`src/rtl/fp_div_pkg.sv`:
```
// Shared types and width helpers for the iterative fixed-point divider.
package fp_div_pkg;

  typedef enum logic [1:0] {
    IDLE = 2'd0,
    CALC = 2'd1,
    DONE = 2'd2
  } state_t;

  // Left shift that aligns the dividend so the quotient lands in WFO fractional bits.
  function automatic int calc_sh(input int wf1, input int wf2, input int wfo);
    return wf2 + wfo - wf1;
  endfunction

  function automatic int calc_num_w(input int wi1, input int wf1, input int wf2, input int wfo);
    return wi1 + wf1 + calc_sh(wf1, wf2, wfo);
  endfunction

endpackage

```
`src/rtl/fp_div_step.sv`:
```
// One combinational restoring-division step: shift in a dividend bit, subtract if it fits.
module fp_div_step #(
  parameter int WL2 = 8
) (
  input  logic [WL2:0]   rem_in,
  input  logic [WL2-1:0] divisor,
  input  logic           bit_in,
  output logic [WL2:0]   rem_out,
  output logic           q_bit
);

  logic [WL2+1:0] trial;
  logic [WL2:0]   diff;

  always_comb begin
    trial   = {rem_in, bit_in};
    q_bit   = (trial >= {2'b00, divisor});
    // When the subtraction is taken the result is below the divisor, so WL2+1 bits hold it.
    diff    = trial[WL2:0] - {1'b0, divisor};
    rem_out = q_bit ? diff : trial[WL2:0];
  end

endmodule

```
`src/rtl/fp_div_iter.sv`:
```
// Sequential signed fixed-point divider (radix-2 restoring on magnitudes) with saturation
// and divide-by-zero flags. Define FP_DIV_ROUND_EN for round-half-away-from-zero.
module fp_div_iter
  import fp_div_pkg::*;
#(
  parameter int WI1 = 4,
  parameter int WF1 = 4,
  parameter int WI2 = 4,
  parameter int WF2 = 4,
  parameter int WIO = 4,
  parameter int WFO = 4
) (
  input  logic                 CLK,
  input  logic                 RST,
  input  logic                 in_valid,
  output logic                 in_ready,
  input  logic [WI1+WF1-1:0]   OP1,
  input  logic [WI2+WF2-1:0]   OP2,
  output logic                 out_valid,
  input  logic                 out_ready,
  output logic [WIO+WFO-1:0]   dout,
  output logic                 ovf,
  output logic                 dz
);

  localparam int WL1   = WI1 + WF1;
  localparam int WL2   = WI2 + WF2;
  localparam int WLO   = WIO + WFO;
  localparam int SH    = calc_sh(WF1, WF2, WFO);
  localparam int NUM_W = calc_num_w(WI1, WF1, WF2, WFO);
`ifdef FP_DIV_ROUND_EN
  localparam int QW    = NUM_W + 1;
  localparam int DSH   = SH + 1;
`else
  localparam int QW    = NUM_W;
  localparam int DSH   = SH;
`endif
  localparam int CW    = $clog2(QW);
  localparam int CMPW  = ((QW > WLO) ? QW : WLO) + 1;

  localparam logic [CW-1:0]   CNT_LAST = CW'(QW - 1);
  localparam logic [WLO-1:0]  MAX_POS  = {1'b0, {(WLO-1){1'b1}}};
  localparam logic [WLO-1:0]  MIN_NEG  = ~MAX_POS;
  localparam logic [CMPW-1:0] LIM_POS  = CMPW'((1 << (WLO-1)) - 1);
  localparam logic [CMPW-1:0] LIM_NEG  = CMPW'(1 << (WLO-1));

  state_t          state;
  logic [CW-1:0]   cnt;
  logic [QW-1:0]   num;
  logic [WL2:0]    rem;
  logic [WL2-1:0]  div_r;
  logic            sign_r;

  logic [WL1-1:0]  mag1;
  logic [WL2-1:0]  mag2;
  logic [QW-1:0]   dividend;
  logic [WL2:0]    rem_next;
  logic            q_bit;
  logic [QW-1:0]   q_full;
  logic [CMPW-1:0] q_ext;
  logic [CMPW-1:0] lim;
  logic [WLO-1:0]  res_mag;
  logic [WLO-1:0]  res_dout;
  logic            res_ovf;

  // The most negative operand maps to 2^(W-1), which still fits unsigned in W bits.
  always_comb begin
    mag1     = OP1[WL1-1] ? (~OP1 + 1'b1) : OP1;
    mag2     = OP2[WL2-1] ? (~OP2 + 1'b1) : OP2;
    dividend = QW'(mag1) << DSH;
  end

  fp_div_step #(.WL2(WL2)) u_step (
    .rem_in  (rem),
    .divisor (div_r),
    .bit_in  (num[QW-1]),
    .rem_out (rem_next),
    .q_bit   (q_bit)
  );

  // num shifts dividend bits out of the top while quotient bits enter at the bottom.
  always_comb begin
    q_full = {num[QW-2:0], q_bit};
`ifdef FP_DIV_ROUND_EN
    q_ext  = CMPW'(({1'b0, q_full} + 1'b1) >> 1);
`else
    q_ext  = CMPW'(q_full);
`endif
    lim      = sign_r ? LIM_NEG : LIM_POS;
    res_ovf  = (q_ext > lim);
    res_mag  = res_ovf ? lim[WLO-1:0] : q_ext[WLO-1:0];
    res_dout = sign_r ? (~res_mag + 1'b1) : res_mag;
  end

  // NOTE: all state uses non-blocking assignments so every register samples pre-edge values.
  always_ff @(posedge CLK or posedge RST) begin
    if (RST) begin
      // NOTE: datapath registers are cleared too, so an aborted division leaves no stale operands.
      state     <= IDLE;
      in_ready  <= 1'b1;
      out_valid <= 1'b0;
      dout      <= '0;
      ovf       <= 1'b0;
      dz        <= 1'b0;
      cnt       <= '0;
      num       <= '0;
      rem       <= '0;
      div_r     <= '0;
      sign_r    <= 1'b0;
    end else begin
      case (state)
        IDLE: begin
          if (in_valid) begin
            sign_r   <= OP1[WL1-1] ^ OP2[WL2-1];
            div_r    <= mag2;
            rem      <= '0;
            in_ready <= 1'b0;
            if (OP2 == '0) begin
              state     <= DONE;
              out_valid <= 1'b1;
              dz        <= 1'b1;
              ovf       <= 1'b1;
              dout      <= OP1[WL1-1] ? MIN_NEG : MAX_POS;
            end else begin
              state <= CALC;
              num   <= dividend;
              cnt   <= CNT_LAST;
            end
          end
        end
        CALC: begin
          rem <= rem_next;
          num <= q_full;
          cnt <= cnt - 1'b1;
          if (cnt == '0) begin
            state     <= DONE;
            out_valid <= 1'b1;
            dout      <= res_dout;
            ovf       <= res_ovf;
            dz        <= 1'b0;
          end
        end
        DONE: begin
          if (out_ready) begin
            state     <= IDLE;
            out_valid <= 1'b0;
            in_ready  <= 1'b1;
          end
        end
        default: begin
          state     <= IDLE;
          in_ready  <= 1'b1;
          out_valid <= 1'b0;
        end
      endcase
    end
  end

endmodule
```
`config.mk`:
```
export PLATFORM = sky130hd
export DESIGN_NAME = fp_div_iter
export DESIGN_NICKNAME = d
export VERILOG_FILES = /design/src/rtl/fp_div_pkg.sv /design/src/rtl/fp_div_step.sv /design/src/rtl/fp_div_iter.sv
export SDC_FILE = /design/constraint.sdc
export NUM_CORES = 1
export LEC_CHECK = 0
export ABC_AREA = 1
export ABC_CLOCK_PERIOD_IN_PS = 9450
export CAP_MARGIN = 20
export CORE_MARGIN = 8
export CORE_UTILIZATION = 62
export CTS_CLUSTER_DIAMETER = 100
export CTS_CLUSTER_SIZE = 12
export DETAILED_ROUTE_END_ITERATION = 10
export PLACE_DENSITY = 0.95
export SKIP_CTS_REPAIR_TIMING = 1
export SLEW_MARGIN = 20
export SYNTH_ARGS = -nofsm -noshare
export SYNTH_HDL_FRONTEND = slang
export SYNTH_SLANG_ARGS = --single-unit
export TNS_END_PERCENT = 5
```
`constraint.sdc`:
```
create_clock -name CLK -period 9.45 [get_ports CLK]
set_clock_uncertainty 0.05 [all_clocks]
set_input_delay 1.89 -clock CLK [delete_from_list [all_inputs] [get_ports CLK]]
set_output_delay 1.89 -clock CLK [all_outputs]
set_load 0.05 [all_outputs]
```
==> metrics.md, run 1 <==
| Metric | Value |
|---|---|
| Post-synthesis register bit count | 48 |
| Post-route clock period utilization | 42.5% |
| Clock tree root buffer cell | sky130_fd_sc_hd__clkbuf_8 |
| Detailed placement HPWL | 5700 um |
| CTS sink cnt | 48 |
| Number of nets produced by synthesis | 461 |
| Max Used Layer | met4 |
| Routed vias/inst | 5.95 |
| Worst relative slew slack | 44.2% |
| Met3 layer wire length in the routed design | 667 um |
| CTS tree | built |
| Metal1 wirelength | 3390 um |
| Final sum of negative setup slack | 0 ps |
| Worst Hold Endpoint | in_ready |
| Layout cell share with drive strength beyond 1 | 10.2% |
| Remaining routing DRC violations | 0 |
| Hold Path Depth | 2 |
| Total power density per cell area | 415 mW/mm^2 |
| Nets@finish | 490 |
| Worst endpoint required time | 9580 ps |
| Cells taking the most area after synthesis | sky130_fd_sc_hd__dfrtp_1, sky130_fd_sc_hd__nand2_1, sky130_fd_sc_hd__ha_1 |
| Clock input transition at the sequential cells of the worst setup and hold paths | 90 ps |
| Number of failing hold endpoints at the final stage | 0 |
| I/O pin cnt | 32 |
| Commonest register cell after synthesis | sky130_fd_sc_hd__dfrtp_1 |
| Via count of the first global-routing pass | 3001 |
| Worst path arrival time | 4150 ps |
| Length of routed met2 wiring | 4010 um |
| LEAKAGE | 1.82 nW |
| RSZ-0062 raised after global routing | false |
| Highest net fanout along the worst path | 15 |
| Antenna diode count | 0 |
| Die Width | 88.4 um |
| Clk_lat worst skew | 310 ps |
| CP Class | primary input to flip-flop |
| Top cell type by total area after synthesis | sky130_fd_sc_hd__dfrtp_1 |
| Overall power consumption | 1.54 mW |
| Count of input and output buffers | 31 |
| Synthesis-to-finish area growth | 14.1% |
| Largest net degree at the start of global routing | 49 |
| Cell count after synthesis | 419 |
| Initial core utilization | 64.0% |
| Count of warnings emitted by yosys | 0 |
| Post-DR wirelength/cell | 16.0 um |
| Register-to-register path setup slack | 5550 ps |
| Clock buffer depth | 2 |
| Launching element type of the critical path | primary input |
| Fraction of synthesized cell area taken by the top area cell type | 36.2% |
| FFs w/ async S/R, synth | 100% |
| RePlAce Congestion | 0.880 |
| # H-tree levels | 2 |
| Post-synthesis instance area | 0.00325 mm^2 |
| Min Tclk post-route | 4020 ps |
| First-pass GRT wire length | 13500 um |
| DIE AREA | 0.00781 mm^2 |
| Number of distinct library cells after synthesis | 40 |
| 1st-pass router iterations | 5 |
| Avg Cell Area, Syn | 7.76 um^2 |
| Sequential element share of the synthesized area | 37.0% |
| Max IR drop VDD | 298 uV |
| Worst reg2reg path startpoint | num[11] |
| End of the worst register-to-register path | dout[2] |
| Hold crit path type | flip-flop to flip-flop |
| EDFF count, synth | 0 |
| Grt total ovfl | 0 |
| Timing-limited maximum frequency | 249 MHz |
| Final-report max-slew violation count | 0 |
| HP Start | in_ready |
| Vias after detailed routing | 3088 |
| Count of nets left with antenna violations after detail routing | 0 |
| 1st-iter DRT viols | 300 |
| Global routing usage summed across all routing layers | 21.8% |
| Maximum capacitance violations | 0 |
| Count of standard-cell rows | 26 |
| Chip Height | 88.4 um |
| Worst Setup SP | OP2[3] |
| Std-Cell Core Area | 0.00507 mm^2 |
| Number of cells in the finished layout apart from fillers | 519 |
| Worst Max-Slew Pin Slew | 836 ps |
| Run status | complete, no violations |
| Critical Path Sink Type | flip-flop |
| Number of antenna violations at the first check in global routing | 0 |
| Final Setup Violations | 0 |
| Final WL | 8310 um |
| CTS Buf Count | 5 |
| Register-to-Register Path Depth | 26 |
| Placed insts | 511 |
## worst max-delay path, stage by stage
cell                              delay [ps]
sky130_fd_sc_hd__clkdlybuf4s50_1         450
sky130_fd_sc_hd__or2_1                   260
sky130_fd_sc_hd__inv_2                    60
sky130_fd_sc_hd__nand4_1                  90
sky130_fd_sc_hd__nor2_1                  120
sky130_fd_sc_hd__nand2_1                  80
sky130_fd_sc_hd__o21ai_1                 580
sky130_fd_sc_hd__inv_2                   290
sky130_fd_sc_hd__o211ai_1                190
sky130_fd_sc_hd__o21ai_1                 130
## cell usage after synthesis, types with 5 or more instances
cell type,instances
sky130_fd_sc_hd__inv_1,51
sky130_fd_sc_hd__nor3_1,5
sky130_fd_sc_hd__o21ai_1,12
sky130_fd_sc_hd__nand2_2,7
sky130_fd_sc_hd__a21oi_1,22
sky130_fd_sc_hd__nand4_1,8
sky130_fd_sc_hd__xor2_1,10
sky130_fd_sc_hd__o22ai_1,7
sky130_fd_sc_hd__dfrtp_1,47
sky130_fd_sc_hd__nand2_1,86
sky130_fd_sc_hd__ha_1,21
sky130_fd_sc_hd__inv_2,10
sky130_fd_sc_hd__nand3_1,17
sky130_fd_sc_hd__nor2_1,34
sky130_fd_sc_hd__nand2_4,6
sky130_fd_sc_hd__o211ai_1,10
sky130_fd_sc_hd__o21ai_0,23
## where the power goes
part | switching [mW] | total [mW] | internal (mW)
Sequential | 0.0860 | 0.395 | 0.309
Clock | 0.0718 | 0.150 | 0.0787
Combinational | 0.647 | 0.991 | 0.344
## flip-flops by register name, summed over array words and instances, names as in the netlist
signal and cells:
num 12, rem 9, div_r 8, dout 8
cnt 4, state 2, dz 1, in_ready 1
out_valid 1, ovf 1, sign_r 1
## through the flow
| stage | hold slack (ps) | cell area, um^2 | setup WS, ps | utilization (%) |
|---|---|---|---|---|
| after floorplan | 403 | 3250 | 6150 | - |
| after global placement | 403 | 3600 | 5400 | 70.9 |
| after detailed placement | 424 | 3600 | 5250 | 70.9 |
| after CTS | 439 | 3700 | 5510 | 73.0 |
| after global routing | 446 | 3710 | 5360 | 73.0 |
| final | 435 | 3710 | 5430 | 73.0 |
## cell type report
| type | instances | area [um^2] |
|---|---|---|
| Clock inverter | 2 | 35.0 |
| Clock buffer | 6 | 72.6 |
| Multi-Input combinational cell | 300 | 1760 |
| Sequential cell | 48 | 1200 |
| Timing Repair Buffer | 32 | 318 |
| Tap cell | 70 | 87.6 |
| Fill cell | 356 | 1370 |
| Inverter | 61 | 230 |
## logic make-up after synthesis
kind of cell	synth area share, %
compound gates	16.5
xor+xnor	3.77
fa+ha+maj	8.70
buf+inv	8.82
flops	37.0
simple gates	25.2
## worst max-delay path by stage
stage	end	depth (start not counted)	slack, ps
finish	num[4]	10	5430
global route	num[4]	10	5360
CTS	num[4]	10	5510
detailed placement	num[7]	10	5250
global placement	num[4]	10	5400
floorplan	dout[2]	19	6150
## cells in the final DEF (no fill, tap or decap), types with 12 or more instances in the layout
cell                              netlist  layout
sky130_fd_sc_hd__clkdlybuf4s50_1        0      31
sky130_fd_sc_hd__nor2_1                34      34
sky130_fd_sc_hd__nand3_1               17      17
sky130_fd_sc_hd__nand2_1               86      86
sky130_fd_sc_hd__dfrtp_1               47      47
sky130_fd_sc_hd__o21ai_1               12      12
sky130_fd_sc_hd__o21ai_0               23      23
sky130_fd_sc_hd__ha_1                  21      21
sky130_fd_sc_hd__inv_1                 51      50
sky130_fd_sc_hd__a21oi_1               22      22
## per-layer routing
metal  global-route usage [%]  up-vias
met2                     37.2      165
met5                        0        -
met1                     25.3     1443
met4                     9.37        0
met3                     5.48       36
li1                         -     1444
Note: power is estimated with default switching activity, not from simulation.
==> run 2: changes to the inputs <==
--- a/config.mk
+++ b/config.mk
@@ -6,14 +6,14 @@
 export NUM_CORES = 1
 export LEC_CHECK = 0
 export ABC_AREA = 1
-export ABC_CLOCK_PERIOD_IN_PS = 9450
+export ABC_CLOCK_PERIOD_IN_PS = 3700
 export CAP_MARGIN = 20
 export CORE_MARGIN = 8
-export CORE_UTILIZATION = 62
+export CORE_UTILIZATION = 58
 export CTS_CLUSTER_DIAMETER = 100
 export CTS_CLUSTER_SIZE = 12
 export DETAILED_ROUTE_END_ITERATION = 10
-export PLACE_DENSITY = 0.95
+export PLACE_DENSITY = 0.92
 export SKIP_CTS_REPAIR_TIMING = 1
 export SLEW_MARGIN = 20
 export SYNTH_ARGS = -nofsm -noshare
==> constraint.sdc (replaced) <==
create_clock -name CLK -period 3.7 [get_ports CLK]
set_clock_uncertainty 0.05 [all_clocks]
set_input_delay 0.74 -clock CLK [delete_from_list [all_inputs] [get_ports CLK]]
set_output_delay 0.74 -clock CLK [all_outputs]
set_load 0.05 [all_outputs]
==> run 2 against run 1 <==
  * Wire length shrank 3.1%
  * Non-clock buffer count is 6 higher
  * Critical path depth rose by 15
  * Critical path type is now flip-flop to flip-flop
  * Largest cell class unchanged
==> metrics.md, run 2 (same netlist as run 1, synthesis figures left out) <==
| Metric | Value |
|---|---|
| Final sum of negative setup slack | 0 ps |
| Global-route met2 utilization | 32.0% |
| Final Setup Violations | 0 |
| Worst endpoint required time | 3890 ps |
| Most Crowded Layer GR | met2 |
| I/O pin cnt | 32 |
| Post-Layout Inst Area | 0.00380 mm^2 |
| Switching Power | 2.05 mW |
| Total power density per cell area | 1060 mW/mm^2 |
| Synthesis-to-finish area growth | 16.9% |
| Vias after detailed routing | 3023 |
| Clock input transition at the sequential cells of the worst setup and hold paths | 90 ps |
| Largest net degree at the start of global routing | 49 |
| Die Width | 90.9 um |
| Initial core utilization | 59.4% |
| Count of nets left with antenna violations after detail routing | 0 |
| Worst relative slew slack | 43.7% |
| Clk_lat worst skew | 310 ps |
| Met3 GRT Util | 2.99% |
| Clock buffer depth | 2 |
| Maximum capacitance violations | 0 |
| Sw frac | 51.1% |
| Critical Path Sink Type | flip-flop |
| 1st-iter DRT viols | 291 |
| Highest net fanout along the worst path | 8 |
| 1st-pass router iterations | 6 |
| Most frequent cells in the layout | sky130_fd_sc_hd__nand2_1, sky130_fd_sc_hd__inv_1, sky130_fd_sc_hd__dfrtp_1, sky130_fd_sc_hd__nor2_1, sky130_fd_sc_hd__clkdlybuf4s50_1 |
| Run status | complete, no violations |
| Max IR drop VDD | 632 uV |
| Via count of the first global-routing pass | 2948 |
| CTS Buf Count | 5 |
| CP Class | flip-flop to flip-flop |
| CTS tree | built |
| Combinational cell fraction of total power | 64.4% |
| Post-DR wirelength/cell | 15.3 um |
| Nets@finish | 496 |
| Final-report max-slew violation count | 0 |
| CTS sink cnt | 48 |
| First-pass GRT wire length | 13100 um |
| Global-route track usage on met1 | 22.7% |
| Largest register FFs | 12 |
| Share of power burned in registers | 25.1% |
| Number of antenna violations at the first check in global routing | 0 |
| Area of placed instances | 0.00361 mm^2 |
| Post-route clock period utilization | 94.7% |
| Worst path arrival time | 3700 ps |
| Number of failing hold endpoints at the final stage | 0 |
| Leading cell type in the layout, fill and taps excluded | sky130_fd_sc_hd__nand2_1 |
| Registers with the highest flip-flop counts | num: 12 flops, rem: 9 flops |
| # H-tree levels | 2 |
| Timing-limited maximum frequency | 285 MHz |
| Clock tree root buffer cell | sky130_fd_sc_hd__clkbuf_8 |
| Chip Height | 90.9 um |
| Clock share of power | 10.5% |
| Remaining routing DRC violations | 0 |
| Grt total ovfl | 0 |
| Std-Cell Core Area | 0.00547 mm^2 |
| Min Tclk post-route | 3500 ps |
| Layout cell share with drive strength beyond 1 | 12.3% |
| Register-to-register path setup slack | 200 ps |
| Final WL | 8050 um |
| DIE AREA | 0.00825 mm^2 |
| Launching element type of the critical path | flip-flop |
| RePlAce Congestion | 0.918 |
| Antenna diode count | 0 |
| Worst Max-Slew Pin Slew | 839 ps |
| Hold crit path type | flip-flop to flip-flop |
| Power Internal | 1.96 mW |
| LEAKAGE | 1.87 nW |
| Count of standard-cell rows | 27 |
| Detailed placement HPWL | 5450 um |
| Global routing usage summed across all routing layers | 18.7% |
| Reg with most FFs | num |
| Count of input and output buffers | 31 |
| Routed vias/inst | 5.74 |
-- run 2: cell type report --
class                   instances  area, um^2
well taps                      72        90.1
clock buffers                   7        96.3
multi-input cells             300        1780
flip-flops and latches         48        1200
fillers                       407        1680
inverters                      61         233
clock inverters                 1        30.0
repair buffers                 38         363
-- run 2: path summary, 6_finish.rpt --
| kind | to | from | depth (start not counted) |
|---|---|---|---|
| min in group asynchronous | rem[2] | RST | 2 |
| max in group asynchronous | state[1] | RST | 2 |
| worst min-delay path | in_ready | in_ready | 2 |
| worst max register to register | dout[2] | div_r[0] | 25 |
| worst min register to register | in_ready | in_ready | 2 |
| worst max-delay path | dout[2] | div_r[0] | 25 |
-- run 2: critical path, cell delays in order, from the launching register on --
cell	delay, ps
sky130_fd_sc_hd__dfrtp_1	390
sky130_fd_sc_hd__ha_1	230
sky130_fd_sc_hd__fa_2	360
sky130_fd_sc_hd__or2_4	270
sky130_fd_sc_hd__nand2_4	80
sky130_fd_sc_hd__nand2_4	60
sky130_fd_sc_hd__nand3_4	80
sky130_fd_sc_hd__inv_2	50
sky130_fd_sc_hd__ha_1	170
sky130_fd_sc_hd__inv_1	60
sky130_fd_sc_hd__nand2_1	60
sky130_fd_sc_hd__nand2_1	60
sky130_fd_sc_hd__nand2_1	50
sky130_fd_sc_hd__nand2_1	60
sky130_fd_sc_hd__nand2_1	60
sky130_fd_sc_hd__nand2_2	110
sky130_fd_sc_hd__nand2_8	90
sky130_fd_sc_hd__inv_4	90
sky130_fd_sc_hd__nand2_4	90
sky130_fd_sc_hd__o21ai_2	90
sky130_fd_sc_hd__inv_2	60
sky130_fd_sc_hd__ha_1	210
sky130_fd_sc_hd__or2_2	310
sky130_fd_sc_hd__nand3_1	90
sky130_fd_sc_hd__o211ai_1	80
sky130_fd_sc_hd__a21oi_1	130
-- run 2: power by group through the flow --
stage / combinational, mW / clock (mW) / sequential [mW]
global route: 2.85 / 0.443 / 1.04
detailed placement: 2.42 / 0 / 1.01
finish: 2.58 / 0.421 / 1.01
global placement: 2.33 / 0 / 0.991
floorplan: 1.70 / 0 / 1.17
CTS: 2.43 / 0.422 / 0.999
-- run 2: per-layer routing --
metal	wire [um]	share of wire, %
met1	3390	42
met2	3940	49
met3	484	6.0
met4	221	2.7
met5	0	0
-- run 2: per-stage QoR --
stage	hold WS, ps	instances	util, %	total power, mW	setup slack [ps]
after global routing	459	527	69.4	4.34	-42.6
after CTS	434	522	68.2	3.86	141
after detailed placement	421	514	65.9	3.43	172
after global placement	407	514	65.9	3.32	299
final	427	527	69.4	4.01	195
after floorplan	403	419	-	2.87	396
